`src/rtl/serial_sub_pkg.sv`:
```
// Shared types and helpers for the bit-serial subtractor.
//   state_t : FSM encoding (IDLE -> SHIFT -> DONE -> IDLE)
//   cnt_w   : bit-counter width for a W-bit operand
package serial_sub_pkg;

  typedef enum logic [1:0] {IDLE, SHIFT, DONE} state_t;

  // A 1-bit counter is still needed when W is 2.
  function automatic int cnt_w(input int w);
    return (w <= 2) ? 1 : $clog2(w);
  endfunction

endpackage

```
`src/rtl/full_subtractor.sv`:
```
// 1-bit full-subtractor cell: d = x - y - bi, with borrow-out bo.
// Ports: x (minuend bit), y (subtrahend bit), bi (borrow in),
//        d (difference bit), bo (borrow out). Purely combinational.
module full_subtractor (
  input  logic x,
  input  logic y,
  input  logic bi,
  output logic d,
  output logic bo
);

  assign d  = x ^ y ^ bi;
  assign bo = (~x & y) | (~(x ^ y) & bi);

endmodule

```
`src/rtl/serial_subtractor.sv`:
```
// Bit-serial W-bit subtractor: diff = a - b - bin (mod 2^W), LSB first,
// one bit per clock through a single full_subtractor cell and a borrow flop.
// Ports:
//   clk, rst_n            : clock, async active-low reset
//   in_valid/in_ready     : operand handshake (a, b, bin sampled on it)
//   out_valid/out_ready   : result handshake
//   diff, bout            : result and unsigned borrow out
//   ovf                   : signed overflow, only when SERIAL_SUB_OVF_EN is defined
// Latency W cycles from input handshake to out_valid; one op per W+2 cycles.
module serial_subtractor
  import serial_sub_pkg::*;
#(
  parameter int W = 8
) (
  input  logic         clk,
  input  logic         rst_n,
  input  logic         in_valid,
  output logic         in_ready,
  input  logic [W-1:0] a,
  input  logic [W-1:0] b,
  input  logic         bin,
  output logic         out_valid,
  input  logic         out_ready,
  output logic [W-1:0] diff,
  output logic         bout
`ifdef SERIAL_SUB_OVF_EN
  ,
  output logic         ovf
`endif
);

  localparam int CW = cnt_w(W);
  localparam logic [CW-1:0] LAST = CW'(W - 1);

  state_t        state;
  logic [W-1:0]  a_sr, b_sr, res;
  logic [CW-1:0] count;
  logic          br;
  logic          d_bit, bo_bit;

  full_subtractor u_fs (
    .x  (a_sr[0]),
    .y  (b_sr[0]),
    .bi (br),
    .d  (d_bit),
    .bo (bo_bit)
  );

  // Result bits enter at the MSB and shift right, so after W steps the
  // LSB computed first sits at bit 0. diff is driven straight from this
  // register: it only changes in SHIFT, while out_valid is low.
  assign diff = res;

  always_ff @(posedge clk or negedge rst_n) begin
    if (!rst_n) begin
      state     <= IDLE;
      in_ready  <= 1'b1;
      out_valid <= 1'b0;
      a_sr      <= '0;
      b_sr      <= '0;
      res       <= '0;
      count     <= '0;
      br        <= 1'b0;
      bout      <= 1'b0;
`ifdef SERIAL_SUB_OVF_EN
      ovf       <= 1'b0;
`endif
    end else begin
      case (state)
        IDLE: begin
          if (in_valid) begin
            a_sr     <= a;
            b_sr     <= b;
            br       <= bin;
            count    <= '0;
            in_ready <= 1'b0;
            state    <= SHIFT;
          end
        end
        SHIFT: begin
          a_sr  <= {1'b0, a_sr[W-1:1]};
          b_sr  <= {1'b0, b_sr[W-1:1]};
          res   <= {d_bit, res[W-1:1]};
          br    <= bo_bit;
          count <= count + 1'b1;
          if (count == LAST) begin
            bout      <= bo_bit;
`ifdef SERIAL_SUB_OVF_EN
            // Signed overflow: borrow into the sign bit differs from borrow out.
            ovf       <= br ^ bo_bit;
`endif
            out_valid <= 1'b1;
            state     <= DONE;
          end
        end
        DONE: begin
          // No new accept on the output-handshake cycle; in_ready rises after.
          if (out_ready) begin
            out_valid <= 1'b0;
            in_ready  <= 1'b1;
            state     <= IDLE;
          end
        end
        default: begin
          state     <= IDLE;
          in_ready  <= 1'b1;
          out_valid <= 1'b0;
        end
      endcase
    end
  end

endmodule

```
`config.mk`:
```
export PLATFORM = sky130hd
export DESIGN_NAME = serial_subtractor
export DESIGN_NICKNAME = d
export VERILOG_FILES = /design/src/rtl/serial_sub_pkg.sv /design/src/rtl/full_subtractor.sv /design/src/rtl/serial_subtractor.sv
export SDC_FILE = /design/constraint.sdc
export NUM_CORES = 1
export LEC_CHECK = 0
export ABC_AREA = 1
export ABC_CLOCK_PERIOD_IN_PS = 1100
export CAP_MARGIN = 20
export CORE_ASPECT_RATIO = 0.5
export CORE_MARGIN = 1
export CORE_UTILIZATION = 46
export DETAILED_ROUTE_END_ITERATION = 7
export PLACE_DENSITY_LB_ADDON = 0.15
export RECOVER_POWER = 100
export SLEW_MARGIN = 5
export SYNTH_ARGS = -nofsm -noshare
export SYNTH_HDL_FRONTEND = slang
export SYNTH_HIERARCHICAL = 1
export SYNTH_SLANG_ARGS = --single-unit
```
`constraint.sdc`:
```
create_clock -name clk -period 1.1 [get_ports clk]
set_input_delay 0.275 -clock clk [delete_from_list [all_inputs] [get_ports clk]]
set_output_delay 0.275 -clock clk [all_outputs]
set_load 0.05 [all_outputs]
```
==> results.yml <==
clock_network:
  cts_tree: "yes"
  cts-buffers-inserted: 5
  holdBufCountCts: 0
  clockBufferDepth: 2
  cts.sinks: 33
  clk_pin_slew_ns: 0.07
  root_buffer: "clkbuf_8"
  insertion_delay_ns: 0.29
  h-tree-depth: 2
sta:
  fin_ws_ns: -0.1663
  rsz0062_at_grt: "true"
  fin_crit_ns: 1.266
  slew_viol_final: 0
  fmax_mhz: 789.7
  finalCritPeriodShare_pct: 115.1
  setup_viol: 43
  relSlewSlack_pct: 69.33
  tightest_slew_ns: 0.4601
  finClkSkew_ns: 0.01131
  hold_viol: 0
  fin_tns_setup_ns: -3.020
synth:
  syn-instance-count: 198
  yosysTopAreaCell: "dfrtp_1"
  synth.distinct_cells: 21
  ys.flop_type: "dfrtp_1"
  synth_fp_nets: 222
  synth_top_family_by_area: "simple AND/OR/NAND/NOR gates"
  synth_most_common_cell: "nand2_1"
  synth-simple-area-share_pct: 30.76
  synth_compound_area_share_pct: 4.198
  synthXorXnorAreaFrac_pct: 0
  postSynth.asyncResetShare_pct: 100.0
  synthMuxAreaShare_pct: 0
  yosysWarnings: 6
  ys_top_cells_by_count: "61 x nand2_1, 32 x dfrtp_1, 32 x nand3_1"
  synth_fa_ha_area_share_pct: 2.748
  synth_area_leaders: "dfrtp_1 49%, nand2_1 14%, nand3_1 9.8%"
  synth_edf_count: 0
  synth_top_area_share_pct: 48.85
  seq_area_frac_synth_pct: 50.46
  netlist_area_um2: 1639
  synth-seq-cells: 33
  syn_area_per_cell_um2: 8.278
finish:
  diodes: 0
  area_growth_syn_to_layout_pct: 69.92
  drive_gt1_share_pct: 45.63
  finalNetCount: 286
  utilization_pct: 87.36
flow_run:
  max-cap-violations: 0
placement:
  io_buffers: 31
  dp_worst_setup_slack_ns: -0.2528
  place_congestion: 0.7875
  dp_hpwl_mm: 2.198
detailed_routing:
  postRouteWirelength_mm: 5.061
  drt.antenna.violating_nets: 0
  drtIter0Drc: 89
  vias: 1667
  wl_met3_um: 323
  topRoutingLayerUsed: "met4"
  drc_errors: 0
  wl_per_cell_um: 16.27
  via_per_inst: 5.360
  firstDrtPassIters: 4
  wl_met2_mm: 2.493
  wl_met1_mm: 2.074
floorplan:
  start_util_pct: 51.41
  row_count: 14
  die_h_um: 44.21
  die-area_um2: 3821
  die-width_um: 86.42
  pin_count: 32
  core_um2: 3188
power:
  ir_drop_mv: 1.441
  power_density_nw_per_um2: 3160
  leakagePower_nw: 1.377
  power_mw: 8.802
outcome:
  violations: "negative setup slack"
  status: "complete, but fails checks"
grt:
  grt_max_degree: 34
  grt-ovfl-total: 0
  grt_pass1_vias: 1275
  antenna_found_initial: 0
  grt_pass1_wl_mm: 5.754
  track_usage_pct: 20.45
min_path:
  hold_path_class: "reg2reg"
worst_setup_path:
  path_class: "reg2reg"
  cp-start-kind: "register"
  end_kind: "register"
  path_max_fanout: 8
  arrival_ns: 1.43
  crit_required_ns: 1.27
layout by cell type (no fill, tap or decap), types with 2 or more instances in the layout:
| cell | instances |
|---|---|
| buf_6 | 13 |
| dfrtp_1 | 31 |
| nand2_8 | 5 |
| o21ai_1 | 7 |
| or2_0 | 9 |
| inv_2 | 4 |
| a21oi_2 | 2 |
| nand2_4 | 5 |
| or2_4 | 3 |
| buf_4 | 14 |
| nand2_2 | 21 |
| nand3_2 | 14 |
| clkinv_2 | 2 |
| inv_1 | 21 |
| o21ai_2 | 2 |
| clkdlybuf4s50_1 | 18 |
| nand3_1 | 18 |
| nor2_4 | 2 |
| clkinv_4 | 2 |
| buf_12 | 14 |
| clkbuf_8 | 5 |
| nand2_1 | 36 |
routing by layer:
layer,global-route usage [%],vias to the layer above
li1,-,747
met1,27.50,828
met2,31.11,72
met3,7.276,20
met4,7.333,0
met5,0,-
critical path: stages, from the launching register on:
cell and delay (ns):
dfrtp_2 0.56, nand2_8 0.18, clkbuf_16 0.20, nand3_1 0.11
nand2_1 0.08
path summary, 6_finish.rpt:
check / from / to / slack (ns) / cells after the start
setup / recovery: state[0] / a_sr[1] / -0.17 / 4
hold / removal: in_ready / in_ready / 0.50 / 2
setup reg to reg: state[0] / a_sr[1] / -0.17 / 4
hold reg to reg: in_ready / in_ready / 0.50 / 2
max in group asynchronous: rst_n / state[0] / 0.25 / 2
min in group asynchronous: rst_n / diff[1] / 0.51 / 2
final cells by class:
| class | count | area [um2] |
|---|---|---|
| multi-input cells | 130 | 920.9 |
| clock buffers | 6 | 72.57 |
| repair inverters | 1 | 6.256 |
| flip-flops and latches | 33 | 828.3 |
| well taps | 48 | 60.06 |
| inverters | 28 | 120.1 |
| fillers | 152 | 402.9 |
| clock inverters | 2 | 10.01 |
| repair buffers | 63 | 767.0 |
sequential cells by signal, indices dropped and copies added, names as in the netlist:
register / cells
a_sr: 8
b_sr: 8
bout: 1
br: 1
count: 3
diff: 8
in_ready: 1
out_valid: 1
state: 2
per-stage QoR:
step	hold slack, ns	area [um2]	cells
global route	0.5208	2785	311
floorplan	-0.02059	1639	198
CTS	0.3652	2323	297
detailed placement	0.4734	2168	282
global placement	0.4694	2168	282
finish	0.4987	2785	311
power breakdown:
group          internal [mW]  total, mW  switching, mW
Clock                  0.438      0.887          0.449
Combinational           2.70       5.62           2.92
Sequential              1.80       2.30          0.500
cell families (layout without fill, tap and decap cells):
group / count (synthesis) / in the layout
flops: 33 / 33
simple gates: 111 / 114
buf+inv: 38 / 100
compound gates: 13 / 13
fa+ha+maj: 3 / 3
timing repair:
| item | 4_1_cts | 5_1_grt |
|---|---|---|
| resized for setup | 9 | 93 |
| pin swaps | 4 | 29 |
| buffers inserted | 6 | 9 |
| gates cloned | 1 | 5 |
| hold endpoints to repair | 0 | 0 |
| setup endpoints to repair | 36 | 42 |
No activity file was read; power rests on OpenSTA's default activity.
